## src/rtl/stopwatch_pkg.sv

```systemverilog
// stopwatch_pkg: shared constants and FSM encoding for the stopwatch core
// and the downstream seven-segment display mux.
package stopwatch_pkg;

    localparam int BCD_W   = 4;
    localparam int SEC_MAX = 59;

    // ST_RUN is encoded as 1 so the state bit doubles as the running flag.
    typedef enum logic {
        ST_PAUSED = 1'b0,
        ST_RUN    = 1'b1
    } sw_state_t;

endpackage

```

## src/rtl/stopwatch_if.sv

```systemverilog
// stopwatch_if: groups the stopwatch control inputs and BCD/status outputs.
//   master: drives clk_1hz, clk_2hz, pause, adj, sel; reads digits/running
//   slave : the stopwatch core (reads controls, drives digits/running)
interface stopwatch_if;
    import stopwatch_pkg::*;

    logic             clk_1hz;
    logic             clk_2hz;
    logic             pause;
    logic             adj;
    logic             sel;
    logic [BCD_W-1:0] min_tens;
    logic [BCD_W-1:0] min_ones;
    logic [BCD_W-1:0] sec_tens;
    logic [BCD_W-1:0] sec_ones;
    logic             running;

    modport master (
        output clk_1hz, clk_2hz, pause, adj, sel,
        input  min_tens, min_ones, sec_tens, sec_ones, running
    );

    modport slave (
        input  clk_1hz, clk_2hz, pause, adj, sel,
        output min_tens, min_ones, sec_tens, sec_ones, running
    );
endinterface

```

## src/rtl/bcd2_counter.sv

```systemverilog
// bcd2_counter: two-digit BCD counter 00..MAX with wrap back to 00.
//   i_clk  : clock
//   i_rst  : synchronous active-high reset, clears both digits
//   i_inc  : increment by one this cycle
//   o_tens : registered tens digit
//   o_ones : registered ones digit
//   o_wrap : combinational, high when i_inc arrives while at MAX
module bcd2_counter
    import stopwatch_pkg::*;
#(
    parameter int MAX = 59
) (
    input  logic             i_clk,
    input  logic             i_rst,
    input  logic             i_inc,
    output logic [BCD_W-1:0] o_tens,
    output logic [BCD_W-1:0] o_ones,
    output logic             o_wrap
);

    localparam logic [BCD_W-1:0] MAX_T = BCD_W'(MAX / 10);
    localparam logic [BCD_W-1:0] MAX_O = BCD_W'(MAX % 10);
    localparam logic [BCD_W-1:0] NINE  = BCD_W'(9);
    localparam logic [BCD_W-1:0] ONE   = BCD_W'(1);

    logic [BCD_W-1:0] r_tens;
    logic [BCD_W-1:0] r_ones;
    logic             w_at_max;

    // Range check on the full two-digit value, not per digit.
    assign w_at_max = (r_tens == MAX_T) && (r_ones == MAX_O);
    assign o_wrap   = i_inc && w_at_max;

    always_ff @(posedge i_clk) begin
        if (i_rst) begin
            r_tens <= '0;
            r_ones <= '0;
        end else if (i_inc) begin
            if (w_at_max) begin
                r_tens <= '0;
                r_ones <= '0;
            end else if (r_ones == NINE) begin
                r_ones <= '0;
                r_tens <= r_tens + ONE;
            end else begin
                r_ones <= r_ones + ONE;
            end
        end
    end

    assign o_tens = r_tens;
    assign o_ones = r_ones;

endmodule

```

## src/rtl/stopwatch_counter.sv

```systemverilog
// stopwatch_counter: MM:SS stopwatch core.
//   i_clk : system clock, the only clock
//   i_rst : synchronous active-high reset (digits 00:00, state RUN)
//   bus   : stopwatch_if.slave
//           clk_1hz/clk_2hz level inputs edge-detected into 1-cycle ticks,
//           pause pulse toggles RUN/PAUSED, adj/sel select adjust mode and
//           target field; outputs four registered BCD digits and running.
module stopwatch_counter
    import stopwatch_pkg::*;
#(
    parameter int MIN_MAX = 59
) (
    input  logic        i_clk,
    input  logic        i_rst,
    stopwatch_if.slave  bus
);

    logic      r_prev_1;
    logic      r_prev_2;
    sw_state_t r_state;
    sw_state_t w_state_nxt;

    logic w_tick_1;
    logic w_tick_2;
    logic w_sec_inc;
    logic w_min_inc;
    logic w_sec_wrap;
    logic w_min_wrap;

    // History regs load the live level on reset so a level already high at
    // release is not seen as a rising edge.
    always_ff @(posedge i_clk) begin
        if (i_rst) begin
            r_prev_1 <= bus.clk_1hz;
            r_prev_2 <= bus.clk_2hz;
        end else begin
            r_prev_1 <= bus.clk_1hz;
            r_prev_2 <= bus.clk_2hz;
        end
    end

    assign w_tick_1 = bus.clk_1hz & ~r_prev_1;
    assign w_tick_2 = bus.clk_2hz & ~r_prev_2;

    always_ff @(posedge i_clk) begin
        if (i_rst) r_state <= ST_RUN;
        else       r_state <= w_state_nxt;
    end

    // pause toggles regardless of adj.
    always_comb begin
        w_state_nxt = r_state;
        if (bus.pause) begin
            w_state_nxt = (r_state == ST_RUN) ? ST_PAUSED : ST_RUN;
        end
    end

    // Count mode: tick_1 while running, seconds carry into minutes.
    // Adjust mode: tick_2 bumps only the selected field, never carries.
    // Increment uses the current state, so a tick coinciding with a pause
    // pulse in RUN still counts.
    always_comb begin
        w_sec_inc = 1'b0;
        w_min_inc = 1'b0;
        if (bus.adj) begin
            w_sec_inc = w_tick_2 &  bus.sel;
            w_min_inc = w_tick_2 & ~bus.sel;
        end else begin
            w_sec_inc = w_tick_1 && (r_state == ST_RUN);
            w_min_inc = w_sec_wrap;
        end
    end

    bcd2_counter #(.MAX(SEC_MAX)) u_sec (
        .i_clk  (i_clk),
        .i_rst  (i_rst),
        .i_inc  (w_sec_inc),
        .o_tens (bus.sec_tens),
        .o_ones (bus.sec_ones),
        .o_wrap (w_sec_wrap)
    );

    // Minute wrap is silent: no flag leaves the block.
    bcd2_counter #(.MAX(MIN_MAX)) u_min (
        .i_clk  (i_clk),
        .i_rst  (i_rst),
        .i_inc  (w_min_inc),
        .o_tens (bus.min_tens),
        .o_ones (bus.min_ones),
        .o_wrap (w_min_wrap)
    );

    assign bus.running = (r_state == ST_RUN);

endmodule

```

## src/flat_wrapper.sv

```systemverilog
// flat-port wrapper written by rule: the top's interface ports become plain ports
module stopwatch_counter_flat import stopwatch_pkg::*;
#(
    parameter int MIN_MAX = 59
)
  (i_clk, i_rst, bus_clk_1hz, bus_clk_2hz, bus_pause, bus_adj, bus_sel, bus_min_tens, bus_min_ones, bus_sec_tens, bus_sec_ones, bus_running);
  stopwatch_if bus_i ();
  input  logic i_clk;
  input  logic i_rst;
  input wire logic [$bits(bus_i.clk_1hz)-1:0] bus_clk_1hz;
  input wire logic [$bits(bus_i.clk_2hz)-1:0] bus_clk_2hz;
  input wire logic [$bits(bus_i.pause)-1:0] bus_pause;
  input wire logic [$bits(bus_i.adj)-1:0] bus_adj;
  input wire logic [$bits(bus_i.sel)-1:0] bus_sel;
  output wire logic [$bits(bus_i.min_tens)-1:0] bus_min_tens;
  output wire logic [$bits(bus_i.min_ones)-1:0] bus_min_ones;
  output wire logic [$bits(bus_i.sec_tens)-1:0] bus_sec_tens;
  output wire logic [$bits(bus_i.sec_ones)-1:0] bus_sec_ones;
  output wire logic [$bits(bus_i.running)-1:0] bus_running;
  assign bus_i.clk_1hz = bus_clk_1hz;
  assign bus_i.clk_2hz = bus_clk_2hz;
  assign bus_i.pause = bus_pause;
  assign bus_i.adj = bus_adj;
  assign bus_i.sel = bus_sel;
  assign bus_min_tens = bus_i.min_tens;
  assign bus_min_ones = bus_i.min_ones;
  assign bus_sec_tens = bus_i.sec_tens;
  assign bus_sec_ones = bus_i.sec_ones;
  assign bus_running = bus_i.running;
  stopwatch_counter #(.MIN_MAX(MIN_MAX)) u_core (.i_clk(i_clk), .i_rst(i_rst), .bus(bus_i));
endmodule
```

## config.mk

```make
export PLATFORM = sky130hd
export DESIGN_NAME = stopwatch_counter_flat
export DESIGN_NICKNAME = d
export VERILOG_FILES = /design/src/rtl/stopwatch_pkg.sv /design/src/rtl/stopwatch_if.sv /design/src/rtl/bcd2_counter.sv /design/src/rtl/stopwatch_counter.sv /design/src/flat_wrapper.sv
export SDC_FILE = /design/constraint.sdc
export NUM_CORES = 1
export LEC_CHECK = 0
export ABC_AREA = 1
export ABC_CLOCK_PERIOD_IN_PS = 2130
export BUFFER_PORTS_ARGS = -buffer_cell sky130_fd_sc_hd__buf_2
export CAP_MARGIN = 20
export CORE_ASPECT_RATIO = 1.1
export CORE_UTILIZATION = 42
export CTS_CLUSTER_DIAMETER = 60
export CTS_CLUSTER_SIZE = 28
export DETAILED_ROUTE_END_ITERATION = 10
export PLACE_DENSITY = 0.76
export SETUP_SLACK_MARGIN = 0.5
export SYNTH_ARGS = -nofsm -noshare
export SYNTH_HDL_FRONTEND = slang
export SYNTH_HIERARCHICAL = 1
export SYNTH_SLANG_ARGS = --single-unit
```

## constraint.sdc

```tcl
create_clock -name i_clk -period 2.13 [get_ports i_clk]
set_input_delay 0.3195 -clock i_clk [delete_from_list [all_inputs] [get_ports i_clk]]
set_output_delay 0.3195 -clock i_clk [all_outputs]
set_load 0.02 [all_outputs]
```

After elaboration in Yosys (flattened, before gate mapping)
Index checks and enable logic that the tools add are counted.
{"block": "word_totals", "regBits": 19}
{"block": "classes", "n_eq_ne": 4, "n_reduce_logical": 8, "add_sub_neg": 4, "mux": 11, "bitwise": 7}
{"operator": "$mux W4", "count": 8}
{"operator": "$add A4 B1 Y4 const B", "count": 4}
{"operator": "$eq A4 B3 Y1 const B", "count": 2}
{"operator": "$eq A4 B4 Y1 const B", "count": 2}
{"operator": "$and A1 B1 Y1", "count": 4}
{"operator": "$logic_and A1 B1 Y1", "count": 4}
{"operator": "$reduce_and A2 Y1", "count": 2}
{"operator": "$reduce_bool A2 Y1", "count": 2}
{"operator": "$mux W1", "count": 3}
{"operator": "$not A1 Y1", "count": 3}

Logic depth before layout (Yosys ltp)
{"block": "logic_depth", "depth_word": 7, "depth_mapped": 14, "mapped_depth_nobuf": 14}

By module
The synthesis kept the hierarchy.
{"mod": "bcd2_counter", "area_each_um2": 427.9, "cells_per_inst": 61, "n_inst": 2}
{"mod": "stopwatch_counter", "area_each_um2": 148.9, "cells_per_inst": 23, "n_inst": 1}

Worst setup path before layout
No wires, ideal clock.
{"block": "synth_timing", "path_type": "register to register", "start": "reg u_core.r_state, in the netlist u_core/bus.running", "end": "reg u_core.u_min.r_tens[0], in the netlist u_core/u_min/o_tens[0]", "slack_ps": 266, "arrival_time_ps": 1745, "stages_incl_launch_ff": 12, "synth_period_minus_slack_ps": 1864, "n_path_buf": 0, "path_cell_list": "dfxtp_1 nand2_1 inv_1 nand2_1 nand2_1 nand4_1 nor2_1 nand2_1 nand2_1 nand4_1 o21ai_2 nor2_1"}
{"block": "synth_between", "elab_chain_cells": 5}
{"element": "start, declared", "line_no": "stopwatch_counter.sv:20", "rtl": "sw_state_t r_state;"}
{"element": "start signal, assigned", "line_no": "stopwatch_counter.sv:47", "rtl": "else r_state <= w_state_nxt;"}
{"element": "$logic_and A1 B1 Y1", "line_no": "stopwatch_counter.sv:69", "rtl": "w_sec_inc = w_tick_1 && (r_state == ST_RUN);"}
{"element": "$mux W1", "line_no": "stopwatch_counter.sv:65", "rtl": "if (bus.adj) begin"}
{"element": "net u_core.w_sec_inc", "line_no": "stopwatch_counter.sv:25", "rtl": "logic w_sec_inc;"}
{"element": "$logic_and A1 B1 Y1", "line_no": "bcd2_counter.sv:32", "rtl": "assign o_wrap = i_inc && w_at_max;"}
{"element": "net u_core.w_sec_wrap", "line_no": "stopwatch_counter.sv:27", "rtl": "logic w_sec_wrap;"}
{"element": "$mux W1", "line_no": "stopwatch_counter.sv:65"}
{"element": "net u_core.w_min_inc", "line_no": "stopwatch_counter.sv:26", "rtl": "logic w_min_inc;"}
{"element": "$reduce_and A2 Y1 (no line)"}
{"element": "end signal, assigned", "line_no": "bcd2_counter.sv:44", "rtl": "r_tens <= r_tens + ONE;"}
{"element": "end, declared", "line_no": "bcd2_counter.sv:26", "rtl": "logic [BCD_W-1:0] r_tens;"}
The timed path passes the listed nets, and every way through them passes these cells.
A chain may end at the register's enable or synchronous reset.

Worst setup path in the final report
{"block": "layout_timing", "start": "reg u_core.r_prev_2", "end": "reg u_core.u_min.r_tens[1], in the netlist u_core/u_min/o_tens[1]"}
{"block": "layout_between", "elab_chain_cells": 7, "elab_cells_between_ends": 8}
{"element": "start, declared", "line_no": "stopwatch_counter.sv:19", "rtl": "logic r_prev_2;"}
{"element": "start signal, assigned", "line_no": "stopwatch_counter.sv:35", "rtl": "r_prev_2 <= bus.clk_2hz;"}
{"element": "start signal, assigned", "line_no": "stopwatch_counter.sv:38", "rtl": "r_prev_2 <= bus.clk_2hz;"}
{"element": "$not A1 Y1", "line_no": "stopwatch_counter.sv:43", "rtl": "assign w_tick_2 = bus.clk_2hz & ~r_prev_2;"}
{"element": "$and A1 B1 Y1", "line_no": "stopwatch_counter.sv:43"}
{"element": "$and A1 B1 Y1", "line_no": "stopwatch_counter.sv:66", "rtl": "w_sec_inc = w_tick_2 & bus.sel;"}
{"element": "$mux W1", "line_no": "stopwatch_counter.sv:65"}
{"element": "net u_core.w_sec_inc", "line_no": "stopwatch_counter.sv:25"}
{"element": "$logic_and A1 B1 Y1", "line_no": "bcd2_counter.sv:32"}
{"element": "net u_core.w_sec_wrap", "line_no": "stopwatch_counter.sv:27"}
{"element": "$mux W1", "line_no": "stopwatch_counter.sv:65"}
{"element": "net u_core.w_min_inc", "line_no": "stopwatch_counter.sv:26"}
{"element": "$reduce_and A2 Y1 (no line)"}
The timed path passes the listed nets, and every way through them passes these cells.

==> impl_metrics.toml <==
[outcome]
outcome = "completed"

[detailed_routing]
drt_pre_antenna_iters = 4
drcViolationCount = 0
viasPerCell = 4.72
routed_wirelength_um = 1960
drt-initial-drc-count = 15
ant_nets = 0
vias = 973
wl_per_cell_um = 9.52

[power]
vdd_ir_drop_max_mv = 0.298
p_int_w = 0.000459
share_comb_of_total_power_pct = 10.0
pwr-share-seq_pct = 60.5
p_per_area_nw_per_um2 = 493
power_leakage_nw = 0.604
p_sw_w = 0.000151
p_sw_share_pct = 24.8
clkPwrFrac_pct = 29.5

[synthesis]
synth_area_per_cell_um2 = 6.95
ys_warn_count = 6
syn-cell-area_um2 = 1000
synth_cells = 144
synth_nets = 159

[placement]
port_buffers = 23
dp_slack_ns = 0.238
gp_congestion = 0.860
hpwl_um = 1420
dp.cells = 197

[setup_path]
cp_max_fo = 6
crit_path_start = "u_core/r_prev_2$_DFF_P_"
worst_setup_path_start_kind = "register"
crit_path_end_kind = "register"
cp.arrival_ns = 1.82
path_class = "register to register"
cp_data_required_time_ns = 2.33
timing.rr.start = "u_core/r_prev_2$_DFF_P_"

[floorplan]
rows = 18
die_w_um = 48.5
ios = 24
die_area_um2 = 2580
coreArea_um2 = 2250
fp.dieH_um = 53.2
initial_utilization_pct = 44.4

[timing]
skew_ns = 0.00704
max_freq_mhz = 616
whs_ns = 0.140
min_period_ns = 1.62
fin_setup_tns_ns = 0
slew_headroom_pct = 87.1
tightest_slew_ns = 0.191
setup_slack_ns = 0.508
period_share_pct = 76.2
slew_violations = 0
rsz0062_at_grt = "yes"
finalHoldViolations = 0
finalSetupViolCount = 0

[global_routing]
grt_first_pass_wirelength_um = 3020
grt_pass1_vias = 768
grt_usage_pct = 15.4
grt_max_degree = 11
antenna_found_initial = 0
overflow = 0

[run]
cap_violations = 0

[final_layout]
fin_nets = 192
antenna_cells = 0
num-fill-cells = 224
drive_above_1_share_pct = 26.7
area.growth.synth_to_final_pct = 23.9
stdcell_count = 206

[clock_tree]
cts_htree_levels = 1
cts_hold_buf = 0
cts_tree = "done"
root_buffer = "clkbuf_4"
clkSlewWorstSetupHoldPaths_ns = 0.11
cts_sinks = 19
insertion_delay_ns = 0.29
clk_path_buf_depth = 2
cts_inserted_buffers = 3

[min_path]
hp-start = "bus_clk_2hz"
worstHoldPathType = "primary input to register"
[worst paths after layout]
| check | slack (ns) | cells after the start | endpoint |
|---|---|---|---|
| worst min-delay path | 0.14 | 1 | u_core/r_prev_2$_DFF_P_ |
| worst min register to register | 0.53 | 2 | u_core/u_sec/o_ones[0]$_SDFFE_PP0P_ |
| worst max-delay path | 0.51 | 10 | u_core/u_min/o_tens[1]$_SDFFE_PP0P_ |
| worst max register to register | 0.51 | 10 | u_core/u_min/o_tens[1]$_SDFFE_PP0P_ |
[per-stage QoR]
stage	total power, W	utilization [%]	cell area [um^2]
after floorplan	0.000414	-	1010
after global placement	0.000432	51.7	1160
after detailed placement	0.000434	51.7	1160
after CTS	0.000618	53.3	1200
after global routing	0.000640	55.1	1240
final	0.000611	55.1	1240
[routing by layer]
layer	global-route usage (%)	part of all wire, %	vias up
li1	-	-	510
met1	19.1	46	432
met2	26.1	48	29
met3	2.59	4.9	2
met4	7.35	0.71	0
met5	0	0	-
[critical path: stages, from the launching register on]
cell and delay, ns:
dfxtp_1 0.33, nor2_4 0.10, nand2_1 0.07, nand2_2 0.11, nand4_1 0.13, nor2_1 0.12, nand2_1 0.07, nand2_2 0.10
nand4_1 0.19, o21ai_2 0.25, nor2_1 0.07
[timing repair]
action | CTS | global route
setup endpoints to repair | 7 | 8
setup buffers | 1 | 4
pin swaps | 2 | 12
gates resized for setup | 1 | 4
gates cloned | 0 | 0
[placed cells by master (no fill, tap or decap), drive strengths merged]
cell type  instances
nand2             44
buf               28
inv               24
nor2              24
dfxtp             19
ha                 8
nand3              8
o21ai              6
nand4              4
clkbuf             4
a31oi              2
nor3               2
xor2               2
nand3b             1
[layout make-up]
class	instances	area, um^2	area share, %
multi-input combinational	101	543	43.8
sequential	19	390	31.5
timing repair buffer	28	153	12.3
inverter	24	90.1	7.27
tap	30	37.5	3.03
clock buffer	4	26.3	2.12
[power by group through the flow]
stage,Clock (W),Sequential [W],Combinational (W)
2_1_floorplan,0,0.000385,0.0000293
5_1_grt,0.000200,0.000371,0.0000692
4_1_cts,0.000192,0.000371,0.0000545
6_report,0.000180,0.000370,0.0000612
3_3_place_gp,0,0.000379,0.0000530
3_5_place_dp,0,0.000379,0.0000543
[state kept, by name (all words and copies together) (netlist names)]
| name | flops |
|---|---|
| u_core/u_sec/o_ones | 4 |
| u_core/r_prev_2 | 1 |
| u_core/u_sec/o_tens | 4 |
| u_core/u_min/o_ones | 4 |
| u_core/u_min/o_tens | 4 |
| u_core/bus.running | 1 |
| u_core/r_prev_1 | 1 |
(Power assumes the default switching activity.)
